`src/rtl/key_pkg.sv`:
```
// Shared constants and types for the push-button front end.
package key_pkg;

  localparam int NUM_KEYS  = 5;

  // Button lane indices into KEY_LVL / KEY_PRESS / KEY_REL
  localparam int KEY_L     = 0;
  localparam int KEY_R     = 1;
  localparam int KEY_START = 2;
  localparam int KEY_STOP  = 3;
  localparam int KEY_FIRE  = 4;

  // Parameter defaults (1 kHz sample tick at 50 MHz)
  localparam int DEF_SAMPLE_DIV   = 50000;
  localparam int DEF_DEBOUNCE_N   = 20;
  localparam int DEF_REPEAT_DELAY = 400;
  localparam int DEF_REPEAT_RATE  = 200;

  // Auto-repeat state per direction key
  typedef enum logic [1:0] {
    ST_IDLE  = 2'd0,
    ST_DELAY = 2'd1,
    ST_RPT   = 2'd2
  } rpt_state_e;

endpackage

```
`src/rtl/key_debounce.sv`:
```
// One button lane: 2-flop synchronizer, tick-driven debounce counter,
// stable level and one-cycle edge pulses. The *_nxt outputs expose the
// values about to be registered so the repeat logic can act on the same edge.
module key_debounce
  import key_pkg::*;
#(
  parameter int DEBOUNCE_N = DEF_DEBOUNCE_N
) (
  input  logic CLK,
  input  logic RST_N,
  input  logic tick,
  input  logic raw,
  output logic lvl,
  output logic press,
  output logic rel,
  output logic lvl_nxt,
  output logic rise_nxt,
  output logic fall_nxt
);

  localparam int CW = $clog2(DEBOUNCE_N + 1);

  logic [1:0]    sync;
  logic [CW-1:0] cnt;
  logic          flip;

  // Flip on the tick that would bring the disagreement count to DEBOUNCE_N
  assign flip     = tick && (sync[1] != lvl) && (cnt == CW'(DEBOUNCE_N - 1));
  assign lvl_nxt  = lvl ^ flip;
  assign rise_nxt = flip & ~lvl;
  assign fall_nxt = flip &  lvl;

  // Bring the raw asynchronous level into the CLK domain
  always_ff @(posedge CLK or negedge RST_N) begin
    if (!RST_N) sync <= '0;
    else        sync <= {sync[0], raw};
  end

  // Count consecutive disagreeing samples; any agreeing sample restarts the count
  always_ff @(posedge CLK or negedge RST_N) begin
    if (!RST_N) cnt <= '0;
    else if (tick) begin
      if (sync[1] == lvl || flip) cnt <= '0;
      else                        cnt <= cnt + CW'(1);
    end
  end

  // Stable level and edge pulses, all updated on the flipping edge
  always_ff @(posedge CLK or negedge RST_N) begin
    if (!RST_N) begin
      lvl   <= 1'b0;
      press <= 1'b0;
      rel   <= 1'b0;
    end else begin
      lvl   <= lvl_nxt;
      press <= rise_nxt;
      rel   <= fall_nxt;
    end
  end

endmodule

```
`src/rtl/key_frontend.sv`:
```
// Push-button front end: shared sample prescaler, five debounced lanes,
// L/R auto-repeat FSMs with mutual lockout, and the FIRE toggle.
module key_frontend
  import key_pkg::*;
#(
  parameter int SAMPLE_DIV   = DEF_SAMPLE_DIV,
  parameter int DEBOUNCE_N   = DEF_DEBOUNCE_N,
  parameter int REPEAT_DELAY = DEF_REPEAT_DELAY,
  parameter int REPEAT_RATE  = DEF_REPEAT_RATE
) (
  input  logic                CLK,
  input  logic                RST_N,
  input  logic                L,
  input  logic                R,
  input  logic                START,
  input  logic                STOP,
  input  logic                FIRE,
  output logic [NUM_KEYS-1:0] KEY_LVL,
  output logic [NUM_KEYS-1:0] KEY_PRESS,
  output logic [NUM_KEYS-1:0] KEY_REL,
  output logic                MOVE_L,
  output logic                MOVE_R,
  output logic                FIRE_TOG
);

  localparam int PW   = (SAMPLE_DIV > 1) ? $clog2(SAMPLE_DIV) : 1;
  localparam int RMAX = (REPEAT_DELAY > REPEAT_RATE) ? REPEAT_DELAY : REPEAT_RATE;
  localparam int RW   = $clog2(RMAX + 1);

  logic [PW-1:0]       pre_cnt;
  logic                tick;
  logic [NUM_KEYS-1:0] raw;
  logic [NUM_KEYS-1:0] lvl_nxt;
  logic [NUM_KEYS-1:0] rise_nxt;
  logic [NUM_KEYS-1:0] fall_nxt;
  logic                both_nxt;
  logic [1:0]          move;
  logic                fire_tog;
  logic                unused_nxt;

  assign raw[KEY_L]     = L;
  assign raw[KEY_R]     = R;
  assign raw[KEY_START] = START;
  assign raw[KEY_STOP]  = STOP;
  assign raw[KEY_FIRE]  = FIRE;

  assign tick = (pre_cnt == PW'(SAMPLE_DIV - 1));

  // Free-running sample prescaler, one tick per SAMPLE_DIV clocks
  always_ff @(posedge CLK or negedge RST_N) begin
    if (!RST_N)    pre_cnt <= '0;
    else if (tick) pre_cnt <= '0;
    else           pre_cnt <= pre_cnt + PW'(1);
  end

  for (genvar k = 0; k < NUM_KEYS; k++) begin : g_key
    key_debounce #(.DEBOUNCE_N(DEBOUNCE_N)) u_db (
      .CLK      (CLK),
      .RST_N    (RST_N),
      .tick     (tick),
      .raw      (raw[k]),
      .lvl      (KEY_LVL[k]),
      .press    (KEY_PRESS[k]),
      .rel      (KEY_REL[k]),
      .lvl_nxt  (lvl_nxt[k]),
      .rise_nxt (rise_nxt[k]),
      .fall_nxt (fall_nxt[k])
    );
  end

  // Lockout uses the upcoming levels so the edge that makes both keys high
  // already suppresses any move pulse
  assign both_nxt   = lvl_nxt[KEY_L] & lvl_nxt[KEY_R];
  assign unused_nxt = ^{lvl_nxt[NUM_KEYS-1:2], rise_nxt[NUM_KEYS-1:2], fall_nxt[NUM_KEYS-1:2]};

  for (genvar i = 0; i < 2; i++) begin : g_rpt
    rpt_state_e    st;
    logic [RW-1:0] rc;
    logic [RW-1:0] rc_inc;
    logic          mv;

    // Saturating tick counter
    assign rc_inc  = (rc == {RW{1'b1}}) ? rc : rc + RW'(1);
    assign move[i] = mv;

    // Auto-repeat FSM: move on press, after REPEAT_DELAY ticks, then every REPEAT_RATE ticks
    always_ff @(posedge CLK or negedge RST_N) begin
      if (!RST_N) begin
        st <= ST_IDLE;
        rc <= '0;
        mv <= 1'b0;
      end else begin
        mv <= 1'b0;
        if (both_nxt || fall_nxt[i]) begin
          st <= ST_IDLE;
          rc <= '0;
        end else begin
          case (st)
            ST_IDLE: if (rise_nxt[i]) begin
              st <= ST_DELAY;
              rc <= '0;
              mv <= 1'b1;
            end
            ST_DELAY: if (tick) begin
              if (rc_inc >= RW'(REPEAT_DELAY)) begin
                st <= ST_RPT;
                rc <= '0;
                mv <= 1'b1;
              end else rc <= rc_inc;
            end
            ST_RPT: if (tick) begin
              if (rc_inc >= RW'(REPEAT_RATE)) begin
                rc <= '0;
                mv <= 1'b1;
              end else rc <= rc_inc;
            end
            default: begin
              st <= ST_IDLE;
              rc <= '0;
            end
          endcase
        end
      end
    end
  end

  assign MOVE_L = move[KEY_L];
  assign MOVE_R = move[KEY_R];

  // FIRE toggles once per debounced press
  always_ff @(posedge CLK or negedge RST_N) begin
    if (!RST_N)                   fire_tog <= 1'b0;
    else if (KEY_PRESS[KEY_FIRE]) fire_tog <= ~fire_tog;
  end

  assign FIRE_TOG = fire_tog;

endmodule

```
`config.mk`:
```
export PLATFORM = sky130hd
export DESIGN_NAME = key_frontend
export DESIGN_NICKNAME = d
export VERILOG_FILES = /design/src/rtl/key_pkg.sv /design/src/rtl/key_debounce.sv /design/src/rtl/key_frontend.sv
export SDC_FILE = /design/constraint.sdc
export NUM_CORES = 1
export LEC_CHECK = 0
export CAP_MARGIN = 15
export CORE_MARGIN = 5
export CORE_UTILIZATION = 65
export CTS_BUF_LIST = sky130_fd_sc_hd__clkbuf_8
export DETAILED_ROUTE_END_ITERATION = 12
export GPL_TIMING_DRIVEN = 0
export PLACE_DENSITY = 0.89
export SLEW_MARGIN = 15
export SYNTH_ARGS = -nofsm -noshare
export SYNTH_HDL_FRONTEND = slang
export SYNTH_SLANG_ARGS = --single-unit
```
`constraint.sdc`:
```
create_clock -name CLK -period 9.21 [get_ports CLK]
set_input_delay 2.763 -clock CLK [delete_from_list [all_inputs] [get_ports CLK]]
set_output_delay 2.763 -clock CLK [all_outputs]
set_load 0.005 [all_outputs]
```
# ---- After elaboration in Yosys (flattened, before gate mapping)
# Index checks and enable logic that the tools add are counted.
dict set report totals {
  regBits 91
  out_inout_bits 18
}
dict set report op_classes {
  addsub 8
  order_cmp 4
  eq_ne 32
  n_mux 46
  bitwise 22
  reduce_logical 23
}
# operator count
set ops {}
lappend ops {{$mux W9} 14}
lappend ops {{$pmux W9 S3} 2}
lappend ops {{$add A5 B1 Y5 const B} 5}
lappend ops {{$eq A5 B5 Y1 const B} 5}
lappend ops {{$mux W5} 5}
lappend ops {{$add A9 B1 Y9 const B} 2}
lappend ops {{$eq A9 B9 Y1 const B} 2}
lappend ops {{$ge A9 B8 Y1 const B} 2}
lappend ops {{$ge A9 B9 Y1 const B} 2}
lappend ops {{$ne A3 B2 Y1 const B} 6}
lappend ops {{$add A16 B1 Y16 const B} 1}
lappend ops {{$eq A16 B16 Y1 const B} 1}
lappend ops {{$mux W16} 1}
lappend ops {{$mux W2} 8}
lappend ops {{$mux W1} 12}
lappend ops {{$pmux W2 S3} 2}
lappend ops {{$and A1 B1 Y1} 11}
lappend ops {{$logic_and A1 B1 Y1} 10}
lappend ops {{$reduce_and A4 Y1} 2}
lappend ops {{$logic_or A1 B1 Y1} 7}
lappend ops {{$ne A3 B3 Y1 const B} 2}
lappend ops {{$not A1 Y1} 6}
lappend ops {{$pmux W1 S3} 2}
lappend ops {{$reduce_and A3 Y1} 2}
lappend ops {{7 further kinds} 23}

# ---- Longest topological paths before layout
dict set report depth {
  ltp_word 8
  ltp_mapped 14
  ltp_nobuf 11
}

# ---- By module
# From an unflattened synthesis, not the netlist that was laid out.
dict set report unflattened {
  cells_unflattened 537
  area_unflattened_um2 5286.3
}
# mod instances cells_per_inst area_per_inst_um2 seq_area_each_um2
set by_module_without_submodules {}
lappend by_module_without_submodules {key_frontend 1 327 2915.3 1026.0}
lappend by_module_without_submodules {key_debounce 5 42 474.2 250.2}

# ---- Worst setup path before layout
# No wires, ideal clock.
dict set report synth_timing {
  path_type {reg2reg}
  start {reg pre_cnt[7]}
  end {reg g_rpt[1].rc[4]}
  setup_time_ns 0.077
  arrival_ns 3.627
  required_ns 9.133
  setup_slack_ns 5.506
  path_stages_with_launch 14
  n_path_buf 3
  cell_sequence {dfrtp_1 > or4b_4 > or4_1 > buf_2 > buf_6 > buf_2 > nor4_1 > ha_1 > nor2_1 > nor2_1 > nand2_1 > or2_4 > or3_1 > o21ai_1}
}
dict set report synth_via {
  elab_chain_len 8
}
# element line_no
set synth_rtl {}
lappend synth_rtl {{start: declaration} key_frontend.sv:30} ;# logic [PW-1:0] pre_cnt;
lappend synth_rtl {{start signal: assignment} key_frontend.sv:53} ;# else pre_cnt <= pre_cnt + PW'(1);
lappend synth_rtl {{$eq A16 B16 Y1 (*)} key_frontend.sv:47} ;# assign tick = (pre_cnt == PW'(SAMPLE_DIV - 1));
lappend synth_rtl {{$logic_and A1 B1 Y1 (2 in a row)} key_debounce.sv:28} ;# assign flip = tick && (sync[1] != lvl) && (cnt == CW'(DEBOUNCE_N - 1));
lappend synth_rtl {{$xor A1 B1 Y1} key_debounce.sv:29} ;# assign lvl_nxt = lvl ^ flip;
lappend synth_rtl {{$and A1 B1 Y1} key_frontend.sv:73} ;# assign both_nxt = lvl_nxt[KEY_L] & lvl_nxt[KEY_R];
lappend synth_rtl {{$logic_or A1 B1 Y1} key_frontend.sv:94} ;# if (both_nxt || fall_nxt[i]) begin
lappend synth_rtl {{$ne A3 B2 Y1 (no line)} n/a}
lappend synth_rtl {{$reduce_and A3 Y1 (no line)} n/a}
lappend synth_rtl {{end signal: assignment} key_frontend.sv:109} ;# end else rc <= rc_inc;
lappend synth_rtl {{end signal: assignment} key_frontend.sv:115} ;# end else rc <= rc_inc;
lappend synth_rtl {{end: declaration} key_frontend.sv:78} ;# logic [RW-1:0] rc;
# Every way passes the cells marked *; elsewhere a longest branch is shown, timed or not.
# A chain may end at the register's enable or synchronous reset.

# ---- Worst setup path after layout
dict set report layout_timing {
  start {reg pre_cnt[5]}
  end {reg g_rpt[0].rc[7]}
}
dict set report layout_via {
  elab_chain_len 8
}
# element line_no
set layout_rtl {}
lappend layout_rtl {{$eq A16 B16 Y1 (*)} key_frontend.sv:47}
lappend layout_rtl {{$logic_and A1 B1 Y1 (2 in a row)} key_debounce.sv:28}
lappend layout_rtl {{$xor A1 B1 Y1} key_debounce.sv:29}
lappend layout_rtl {{$and A1 B1 Y1} key_frontend.sv:73}
lappend layout_rtl {{$logic_or A1 B1 Y1} key_frontend.sv:94}
lappend layout_rtl {{$ne A3 B2 Y1 (no line)} n/a}
lappend layout_rtl {{$reduce_and A3 Y1 (no line)} n/a}
lappend layout_rtl {{end signal: assignment} key_frontend.sv:109}
lappend layout_rtl {{end signal: assignment} key_frontend.sv:115}
lappend layout_rtl {{end: declaration} key_frontend.sv:78}
# Marks and branches as above.

==> impl_metrics.json <==
{
  "outcome": "completed",
  "grt_pass1_wl_mm": 16.8,
  "drv_cap": 0,
  "clk_pin_slew_ns": 0.09,
  "antenna_cells": 0,
  "relSlewSlack_pct": 29.6,
  "die_y_um": 96.6,
  "num_vias": 3990,
  "num_rows": 31,
  "grt_max_degree": 52,
  "final_util_pct": 75.1,
  "ff_latch_area_um2": 2280,
  "netlist_area_um2": 4870,
  "cts_tree": "done",
  "ant_nets": 0,
  "finalSetupTns_ns": 0,
  "avgSynthCellArea_um2": 9.28,
  "max_freq_mhz": 221,
  "critPathLaunch": "pre_cnt[5]$_DFF_PN0_",
  "overflow": 0,
  "tightest_slew_ns": 1.05,
  "synth_top_family_by_area": "simple AND/OR/NAND/NOR gates",
  "endpoint_kind": "register",
  "io_buffers": 24,
  "fillers": 493,
  "initial_core_util_pct": 66.8,
  "ys_types": 53,
  "rsz0062_at_grt": "no",
  "setup_viol": 0,
  "synthCells": 525,
  "antenna_found_initial": 0,
  "seq_area_frac_synth_pct": 46.7,
  "synth-edff-count": 0,
  "final_cell_mix": "dfrtp_1, nand2_1, nor2_1",
  "post-route-min-period_ns": 4.52,
  "ctsHoldBuffers": 0,
  "nets": 596,
  "cts.sinks": 91,
  "synthMuxAreaShare_pct": 0.822,
  "drt-wirelength-per-cell_um": 15.1,
  "power.density_nw_per_um2": 131,
  "cts_resized": 0,
  "crit_chain": "or4b_4 > or4_1 > buf_2 > buf_6 > buf_2 > nor4_1 > ha_1 > nor2_1 > nor2_1 > nand2_1 > nor3_1 > a22oi_1 > o31ai_1",
  "start_kind": "register",
  "place_hpwl_mm": 7.06,
  "grt_pass1_vias": 3782,
  "cts-buffers-inserted": 9,
  "multi_input_area_um2": 2320,
  "hp-class": "reg -> reg",
  "drt_iter0_markers": 184,
  "worstReg2RegStart": "pre_cnt[5]$_DFF_PN0_",
  "die_w_um": 96.6,
  "drc": 0,
  "first_pass_iters": 5,
  "drv_slew": 0,
  "synthesis.nets": 560,
  "ctsRootBufferMaster": "clkbuf_8",
  "pin_count": 25,
  "worstSkewPairLatency_ns": 0.37,
  "final_area_um2": 5480,
  "syn_to_final_growth_pct": 12.4,
  "min_from": "g_key[2].u_db.sync[0]$_DFF_PN0_",
  "cts-htree-levels": 3,
  "crit_slowest_cell": "or4_1",
  "synthXorXnorAreaFrac_pct": 4.31,
  "final_hold_viol_count": 0,
  "crit_arrival_ns": 4.80,
  "synth_area_leaders": "dfrtp_1, ha_1, nand2_1",
  "core_area_um2": 7290,
  "synthAdderAreaFrac_pct": 7.19,
  "synth_simple_gate_area_share_pct": 20.9,
  "vias_per_cell": 6.00,
  "cp.required_ns": 9.49,
  "min_path_cells": 0,
  "ctsLongestPathBuffers": 2,
  "place_area_um2": 5260,
  "leakage_nw": 2.44,
  "gp_congestion": 0.946,
  "timing.final.crit_share_pct": 49.1,
  "path_class": "reg -> reg",
  "critPathMaxStageDelay_ns": 0.60,
  "ys_seq_elements": 91,
  "ys.flop_type": "dfrtp_1",
  "ff2ff_path_depth": 13,
  "cp_max_fo": 10,
  "final_common_cell": "dfrtp_1",
  "cts_setup_buffers": 0,
  "die-area_um2": 9330,
  "fin_skew_ns": 0.0108,
  "netlist.area_leader.share_pct": 46.7,
  "ir_worst_vdd_mv": 0.0894,
  "drt-total-wl_mm": 10.1,
  "synth_area_leader_cell": "dfrtp_1",
  "synth_compound_area_share_pct": 14.3,
  "synth_warnings": 0,
  "async_reset_ff_share_pct": 100,
  "drive_gt1_share_pct": 7.60,
  "gr-usage-all-layers_pct": 23.3
}
==> where the power goes <==
part / internal, mW / switching, mW
Sequential: 0.401 / 0.000908
Combinational: 0.00412 / 0.0102
Clock: 0.160 / 0.141
Total: 0.566 / 0.152
==> synth_stat cells, types with 3 or more instances <==
library cell / number
o32ai_1: 4
mux2i_1: 4
nand4_1: 6
nand2b_1: 6
buf_4: 15
nand3_1: 21
clkbuf_1: 14
a211oi_1: 3
or3_1: 5
nor2_1: 44
and4_1: 4
nor4_1: 8
a31oi_1: 6
a31o_2: 3
and3_1: 9
nor2b_1: 3
ha_1: 28
a21oi_1: 19
inv_1: 25
nor3_1: 11
xor2_1: 11
and2_1: 6
o31ai_1: 12
a22oi_1: 7
o21ai_0: 39
dfrtp_1: 91
nand2_1: 76
xnor2_1: 13
==> critical path: cells and delay by family (launching register included) <==
kind,cells,cell delay [ns]
compound gates,2,0.54
fa+ha+maj,1,0.21
buf+inv,3,0.61
flops,1,0.45
simple gates,7,2.63
==> worst paths after layout <==
path | endpoint | slack, ns
worst max-delay path | g_rpt[0].rc[7]$_DFFE_PN0P_ | 4.69
worst min-delay path | g_key[2].u_db.sync[1]$_DFF_PN0_ | 0.35
worst max register to register | g_rpt[0].rc[7]$_DFFE_PN0P_ | 4.69
worst min register to register | g_key[2].u_db.sync[1]$_DFF_PN0_ | 0.35
max in group asynchronous | pre_cnt[15]$_DFF_PN0_ | 6.14
min in group asynchronous | g_key[4].u_db.rel$_DFF_PN0_ | 2.42
==> logic make-up after synthesis <==
family | Yosys count
and+or+nand+nor | 210
AOI/OAI and AO/OA | 111
DFF | 91
buffers and inverters | 57
adders and majority gates | 28
xor gates and xnor gates | 24
muxes | 4
==> area by class of cell <==
type / count / share of cell area, %
multi-input combinational: 377 / 42.3
sequential: 91 / 41.6
timing repair buffer: 25 / 4.70
buffer: 32 / 3.40
clock buffer: 10 / 2.51
tap: 99 / 2.26
inverter: 25 / 1.71
clock inverter: 6 / 1.58
==> metrics by stage <==
stage | std cells | setup slack [ns] | total power [mW] | hold slack [ns]
2_1_floorplan | 525 | 5.51 | 0.413 | 0.331
6_report | 665 | 4.69 | 0.717 | 0.354
3_5_place_dp | 649 | 4.80 | 0.425 | 0.338
5_1_grt | 665 | 4.48 | 0.741 | 0.362
4_1_cts | 665 | 4.71 | 0.724 | 0.357
3_3_place_gp | 648 | 2.17 | 0.424 | 0.333
==> state kept, by name (all words and copies together), names as in the netlist <==
signal	flops
MOVE_R	1
g_key.u_db.rel	5
g_key.u_db.press	5
g_key.u_db.cnt	25
g_rpt.st	4
pre_cnt	16
g_key.u_db.lvl	5
MOVE_L	1
FIRE_TOG	1
g_key.u_db.sync	10
g_rpt.rc	18
==> per-layer routing <==
metal	part of all wire (%)	track usage, %	vias up
li1	-	-	1904
met1	43	29.7	1920
met2	49	38.4	142
met3	5.9	5.81	24
met4	2.2	8.64	0
met5	0	0	-
Note: power is estimated with default switching activity, not from simulation.
